`config.mk`:
```
export PLATFORM = sky130hd
export DESIGN_NAME = dec_crc_seq
export DESIGN_NICKNAME = d
export VERILOG_FILES = /design/src/rtl/dec_crc_seq.sv
export SDC_FILE = /design/constraint.sdc
export NUM_CORES = 2
export LEC_CHECK = 0
export BUFFER_PORTS_ARGS = -buffer_cell sky130_fd_sc_hd__buf_2
export CORE_AREA = 2 2 277 279
export CTS_CLUSTER_SIZE = 8
export DETAILED_ROUTE_END_ITERATION = 16
export DIE_AREA = 0 0 279 281
export GPL_ROUTABILITY_DRIVEN = 0
export PLACE_DENSITY_LB_ADDON = 0.08
export SLEW_MARGIN = 40
export SYNTH_ARGS = -nofsm -noshare
export SYNTH_HDL_FRONTEND = slang
export SYNTH_SLANG_ARGS = --single-unit
```
`constraint.sdc`:
```
create_clock -name clk -period 6.1 [get_ports clk]
set_clock_uncertainty 0.2 [all_clocks]
set_input_delay 1.22 -clock clk [delete_from_list [all_inputs] [get_ports clk]]
set_output_delay 1.22 -clock clk [all_outputs]
set_load 0.03 [all_outputs]
```
`src/rtl/dec_crc_seq.sv`:
```
// dec_crc_seq -- sequencer between the frame source and a chunk-serial CRC
// engine in the DEC path.
//
// One frame (payload + received checksum) is accepted, streamed to the engine
// CHUNK_WIDTH bits per cycle (chunk 0 = payload LSBs), the engine CRC is
// awaited (bounded by TIMEOUT cycles), compared against the received checksum,
// and a pass/fail result is returned. Saturating frame/error counters track
// delivered results.
//
// Handshakes: a transfer happens on a rising clk edge where valid and ready
// are both 1. The producer holds valid and its payload stable until that edge;
// ready never depends on valid. Input side: valid_i/ready_o (ready_o=1 only in
// IDLE). Output side: valid_o/ready_i (valid_o=1 only in RESP, result fields
// stable while waiting).
//
// Ports:
//   clk, rst_n                 clock, asynchronous active-low reset
//   valid_i, ready_o           input frame handshake
//   data_i, checksum_i         received payload and checksum
//   eng_init_o                 one-cycle engine accumulator clear
//   eng_valid_o, eng_data_o    payload chunk to the engine
//   eng_last_o                 current chunk is the final one
//   eng_done_i, eng_crc_i      engine result (sampled only in WAIT)
//   valid_o, ready_i           result handshake
//   crc_ok_o, timeout_o        result flags
//   crc_calc_o                 captured engine CRC (0 on timeout)
//   frm_cnt_o, err_cnt_o       saturating delivered / failed result counters
//
// The FSM state is held in the signal `state` for checker binding.

module dec_crc_seq #(
  parameter int DATA_WIDTH  = 512,
  parameter int CRC_WIDTH   = 32,
  parameter int CHUNK_WIDTH = 64,
  parameter int TIMEOUT     = 16
) (
  input  logic                   clk,
  input  logic                   rst_n,
  input  logic                   valid_i,
  output logic                   ready_o,
  input  logic [DATA_WIDTH-1:0]  data_i,
  input  logic [CRC_WIDTH-1:0]   checksum_i,
  output logic                   eng_init_o,
  output logic                   eng_valid_o,
  output logic [CHUNK_WIDTH-1:0] eng_data_o,
  output logic                   eng_last_o,
  input  logic                   eng_done_i,
  input  logic [CRC_WIDTH-1:0]   eng_crc_i,
  output logic                   valid_o,
  input  logic                   ready_i,
  output logic                   crc_ok_o,
  output logic                   timeout_o,
  output logic [CRC_WIDTH-1:0]   crc_calc_o,
  output logic [15:0]            frm_cnt_o,
  output logic [15:0]            err_cnt_o
);

  localparam int NUM_CHUNKS = DATA_WIDTH / CHUNK_WIDTH;
  localparam int IDX_W      = (NUM_CHUNKS > 1) ? $clog2(NUM_CHUNKS) : 1;
  localparam int TMR_W      = (TIMEOUT > 1) ? $clog2(TIMEOUT) : 1;
  localparam logic [IDX_W-1:0] LAST_IDX = IDX_W'(NUM_CHUNKS - 1);
  localparam logic [TMR_W-1:0] TMR_LAST = TMR_W'(TIMEOUT - 1);

  typedef enum logic [2:0] {
    S_IDLE = 3'd0,
    S_INIT = 3'd1,
    S_FEED = 3'd2,
    S_WAIT = 3'd3,
    S_RESP = 3'd4
  } state_t;

  state_t state, state_n;

  logic [DATA_WIDTH-1:0]  data_q;
  logic [CRC_WIDTH-1:0]   chk_q;
  logic [IDX_W-1:0]       idx_q, idx_n;
  logic [TMR_W-1:0]       tmr_q, tmr_n;

  logic                   crc_ok_q, crc_ok_n;
  logic                   timeout_q, timeout_n;
  logic [CRC_WIDTH-1:0]   crc_calc_q, crc_calc_n;
  logic [15:0]            frm_cnt_q, err_cnt_q;

  logic                   eng_init_q, eng_valid_q, eng_last_q;
  logic [CHUNK_WIDTH-1:0] eng_data_q;
  logic                   eng_init_n, eng_valid_n, eng_last_n;
  logic [CHUNK_WIDTH-1:0] eng_data_n;

  logic                   capture;
  logic                   res_hs;

  // Next-state / next-value logic
  always_comb begin
    state_n    = state;
    idx_n      = idx_q;
    tmr_n      = tmr_q;
    crc_ok_n   = crc_ok_q;
    timeout_n  = timeout_q;
    crc_calc_n = crc_calc_q;
    capture    = 1'b0;
    res_hs     = 1'b0;

    case (state)
      S_IDLE: begin
        if (valid_i) begin
          capture = 1'b1;
          state_n = S_INIT;
        end
      end
      S_INIT: begin
        idx_n   = '0;
        tmr_n   = '0;
        state_n = S_FEED;
      end
      S_FEED: begin
        if (idx_q == LAST_IDX) begin
          state_n = S_WAIT;
        end else begin
          idx_n = idx_q + 1'b1;
        end
      end
      S_WAIT: begin
        tmr_n = tmr_q + 1'b1;
        // A real engine result wins over a timeout in the same cycle.
        if (eng_done_i) begin
          crc_ok_n   = (eng_crc_i == chk_q);
          timeout_n  = 1'b0;
          crc_calc_n = eng_crc_i;
          state_n    = S_RESP;
        end else if (tmr_q == TMR_LAST) begin
          crc_ok_n   = 1'b0;
          timeout_n  = 1'b1;
          crc_calc_n = '0;
          state_n    = S_RESP;
        end
      end
      S_RESP: begin
        if (ready_i) begin
          res_hs  = 1'b1;
          state_n = S_IDLE;
        end
      end
      default: state_n = S_IDLE;
    endcase
  end

  // Engine outputs are registered, so they are derived from the next state
  // and next chunk index; they then line up with `state`/`idx_q` each cycle.
  always_comb begin
    eng_init_n  = (state_n == S_INIT);
    eng_valid_n = (state_n == S_FEED);
    eng_last_n  = (state_n == S_FEED) && (idx_n == LAST_IDX);
    eng_data_n  = '0;
    if (state_n == S_FEED) begin
      eng_data_n = data_q[int'(idx_n) * CHUNK_WIDTH +: CHUNK_WIDTH];
    end
  end

  always_ff @(posedge clk or negedge rst_n) begin
    if (!rst_n) begin
      state       <= S_IDLE;
      data_q      <= '0;
      chk_q       <= '0;
      idx_q       <= '0;
      tmr_q       <= '0;
      crc_ok_q    <= 1'b0;
      timeout_q   <= 1'b0;
      crc_calc_q  <= '0;
      frm_cnt_q   <= '0;
      err_cnt_q   <= '0;
      eng_init_q  <= 1'b0;
      eng_valid_q <= 1'b0;
      eng_last_q  <= 1'b0;
      eng_data_q  <= '0;
    end else begin
      state       <= state_n;
      idx_q       <= idx_n;
      tmr_q       <= tmr_n;
      crc_ok_q    <= crc_ok_n;
      timeout_q   <= timeout_n;
      crc_calc_q  <= crc_calc_n;
      eng_init_q  <= eng_init_n;
      eng_valid_q <= eng_valid_n;
      eng_last_q  <= eng_last_n;
      eng_data_q  <= eng_data_n;
      if (capture) begin
        data_q <= data_i;
        chk_q  <= checksum_i;
      end
      if (res_hs) begin
        if (frm_cnt_q != 16'hFFFF) frm_cnt_q <= frm_cnt_q + 16'd1;
        if (!crc_ok_q && (err_cnt_q != 16'hFFFF)) err_cnt_q <= err_cnt_q + 16'd1;
      end
    end
  end

  assign ready_o     = (state == S_IDLE);
  assign valid_o     = (state == S_RESP);
  assign crc_ok_o    = crc_ok_q;
  assign timeout_o   = timeout_q;
  assign crc_calc_o  = crc_calc_q;
  assign frm_cnt_o   = frm_cnt_q;
  assign err_cnt_o   = err_cnt_q;
  assign eng_init_o  = eng_init_q;
  assign eng_valid_o = eng_valid_q;
  assign eng_data_o  = eng_data_q;
  assign eng_last_o  = eng_last_q;

endmodule

```
==> flow_metrics.env <==
export IMPL_status="finished, final reports clean"
export IMPL_path_cells="ha_1 > nand2_1 > a32oi_4 > buf_12 > buf_16 > buf_4 > and4_1 > a31oi_1 > nand4_1"
export IMPL_synth_edf_count=0
export IMPL_clock_root_buffer="clkbuf_16"
export IMPL_drtIter0Drc=1516
export IMPL_cp_arrival_ns=4.06
export IMPL_synthesis_nets=2893
export IMPL_clk_pin_slew_worst_paths_ns=0.05
export IMPL_critPathKind="flip-flop to flip-flop"
export IMPL_p_leak_nw=16.68
export IMPL_synth_cell_type_count=50
export IMPL_track_usage_pct=25.17
export IMPL_fp_dieW_um=279
export IMPL_path_delay_family="buffers and inverters"
export IMPL_ir_drop_v=0.0003224
export IMPL_post_route_drc_count=0
export IMPL_grt_pass1_vias=23681
export IMPL_final_nets=3538
export IMPL_drive_above_1_share_pct=47.87
export IMPL_cp_required_ns=6.45
export IMPL_r2r_end="eng_data_o[18]"
export IMPL_fp_coreArea_sq_um=75440
export IMPL_design_area_sq_um=37380
export IMPL_endpoint_kind="flip-flop"
export IMPL_r2r_setup_slack_ns=2.39
export IMPL_port_buffers=715
export IMPL_critPathLaunchType="flip-flop"
export IMPL_fin_util_pct=49.54
export IMPL_hold_buffers=0
export IMPL_final_max_slew_viol_count=0
export IMPL_cts_setup_buffers=0
export IMPL_fmax_mhz=269.8
export IMPL_cpPeakStageDelay_ns=0.65
export IMPL_worst_pin_slew_ns=0.8544
export IMPL_grt_max_degree=194
export IMPL_cts_tree="done"
export IMPL_post_drt_wl_per_cell_um=25.15
export IMPL_ys_seq_area_share_pct=56.41
export IMPL_synth_area_sq_um=30480
export IMPL_die_h_um=281
export IMPL_synth_seq_cells=687
export IMPL_ctsResizeCount=0
export IMPL_grt_overflow=0
export IMPL_r2r_cells=9
export IMPL_detail_route_antenna_nets=0
export IMPL_critPathMaxFanout=122
export IMPL_cap_violations=0
export IMPL_rsz0062_at_grt="false"
export IMPL_vias=22393
export IMPL_grt_pass1_wl_um=149300
export IMPL_async_reset_ff_share_pct=100.0
export IMPL_pin_count=716
export IMPL_die_area_sq_um=78400
export IMPL_postPlaceCellArea_sq_um=34690
export IMPL_min_period_ns=3.707
export IMPL_drtPass1Iterations=6
export IMPL_ys_warn_count=0
export IMPL_htree_num_levels=3
export IMPL_wl_um=100100
export IMPL_syn_area_per_cell_sq_um=13.21
export IMPL_placed_cells=3829
export IMPL_area_delta_synth_final_pct=22.63
export IMPL_slowest_stage="buf_4"
export IMPL_cellPowerDensity_nw_per_um2=543.6
export IMPL_fin_ws_ns=2.393
export IMPL_vias_per_cell=5.629
export IMPL_hold_path_class="primary input to asynchronous set/reset pin"
export IMPL_synth_ff_type="dfrtp_1"
export IMPL_rr_startpoint="idx_q[0]"
export IMPL_fin_crit_sh_pct=60.77
export IMPL_cts_buffers=95
export IMPL_power_mw=20.32
export IMPL_worstSkewPairLatency_ns=0.63
export IMPL_setup_violations=0
export IMPL_synthCells=2308
export IMPL_dp_slack_ns=2.510
export IMPL_maxSlewHeadroom_pct=43.04
export IMPL_fin_cells=3978
export IMPL_antenna_found_initial=77
export IMPL_cts_sinks=687
export IMPL_hold_viol=0
export IMPL_num_rows=101
export IMPL_clockBufferDepth=3
export IMPL_detailed_place_hpwl_um=67660
export IMPL_initial_core_util_pct=40.40
export IMPL_critical_path_buf_inv_count=3
export IMPL_hold_ws_ns=0.2487
export IMPL_tns_ns=0
export IMPL_fillers=6791
==> cells in the mapped netlist (2+ instances only) <==
library cell  count  share of area, %
a21oi_1           6             0.099
a22o_1           34              0.98
a31oi_1         177               3.6
and2_1            5              0.10
and3_1            8              0.16
and4_1          179               5.1
buf_1             2             0.025
buf_2            91               1.5
buf_4            11              0.27
buf_6            14              0.52
clkbuf_1         88               1.1
dfrtp_1         687                56
ha_1              4              0.16
inv_1             9              0.11
mux2_2          546                20
mux2i_1          17              0.56
nand2_1          88               1.1
nand2b_1          2             0.041
nand3_1           9              0.15
nand4_1         126               2.6
nand4b_1          2             0.057
nor2_1           16              0.20
nor2b_1           3             0.062
nor3_1            8              0.13
nor3b_1           2             0.049
nor4_1            5              0.10
o2111ai_1        17              0.49
o21a_1           64               1.6
o21ai_0           5             0.082
o31ai_1           2             0.049
or3_1             2             0.041
xnor2_1          35               1.0
xor2_1           27              0.78
==> worst reg2reg max path, delay by kind of cell (launching register included) <==
family	cells	cell delay, ns
AOI/OAI and AO/OA	2	0.40
DFF	1	0.49
buffers and inverters	3	1.54
and+or+nand+nor	3	0.72
adders and majority gates	1	0.27
==> final cells by class <==
cell class | instances | area, sq um | area share [%]
clock buffer | 96 | 2381 | 6.371
multi-input combinational | 1404 | 12240 | 32.76
tap | 978 | 1224 | 3.274
sequential | 687 | 17190 | 46.00
antenna | 44 | 110.1 | 0.2946
inverter | 10 | 45.04 | 0.1205
timing repair buffer | 755 | 4130 | 11.05
clock inverter | 4 | 50.05 | 0.1339
==> power by group <==
group	switching [mW]	total (mW)	internal (mW)
Combinational	4.39	7.79	3.40
Clock	1.88	4.60	2.72
Sequential	1.15	7.92	6.77
==> cell usage in the layout, fill, tap and decap left out, types with 3 or more instances in the layout <==
cell / synthesis / routed
nor3_1: 8 / 8
buf_12: 0 / 12
nand4_1: 126 / 126
ha_1: 4 / 4
nand2_1: 88 / 88
nor4_1: 5 / 5
and3_1: 8 / 6
buf_6: 14 / 3
nand3_1: 9 / 9
and4_1: 179 / 179
mux2_2: 546 / 546
nor2_1: 16 / 16
a31oi_1: 177 / 177
buf_16: 0 / 4
and2_1: 5 / 3
diode_2: 0 / 44
nor2b_1: 3 / 3
o21ai_0: 5 / 5
dfrtp_1: 687 / 687
buf_4: 11 / 21
xnor2_1: 35 / 35
buf_2: 91 / 714
mux2i_1: 17 / 17
a22o_1: 34 / 34
o21a_1: 64 / 64
a21oi_1: 6 / 6
inv_1: 9 / 9
xor2_1: 27 / 27
o2111ai_1: 17 / 17
clkbuf_16: 0 / 95
==> per-layer routing <==
layer	up-vias	wire [um]	global-route usage, %
li1	10025	-	-
met1	11438	40550	30.85
met2	657	48660	41.26
met3	213	7490	7.814
met4	60	3002	10.38
met5	-	354	0
==> how the worst max path moves through the flow <==
| stage | start | to | slack (ns) | depth (start not counted) |
|---|---|---|---|---|
| final | idx_q[0] | eng_data_o[18] | 2.39 | 9 |
| after global routing | idx_q[0] | eng_data_o[7] | 2.26 | 9 |
| after CTS | idx_q[0] | eng_data_o[18] | 2.50 | 8 |
| after detailed placement | idx_q[0] | eng_data_o[18] | 2.51 | 8 |
| after global placement | idx_q[0] | eng_data_o[18] | 2.54 | 8 |
| after floorplan | state[1] | data_q[462] | 3.40 | 8 |
==> cell families after synthesis <==
logic type,after synthesis,synth area share [%]
flops,687,56.41
fa+ha+maj,4,0.1642
mux,563,20.73
simple gates,461,10.13
xor+xnor,62,1.782
buf+inv,217,3.539
compound gates,314,7.250
==> flip-flops by register name, summed over array words and instances, names as in the netlist <==
register     flops
crc_calc_o      32
eng_init_o       1
eng_valid_o      1
chk_q           32
tmr_q            4
crc_ok_o         1
err_cnt_o       16
frm_cnt_o       16
timeout_o        1
idx_q            3
state            3
eng_last_o       1
eng_data_o      64
data_q         512
No activity file was read; power rests on OpenSTA's default activity.
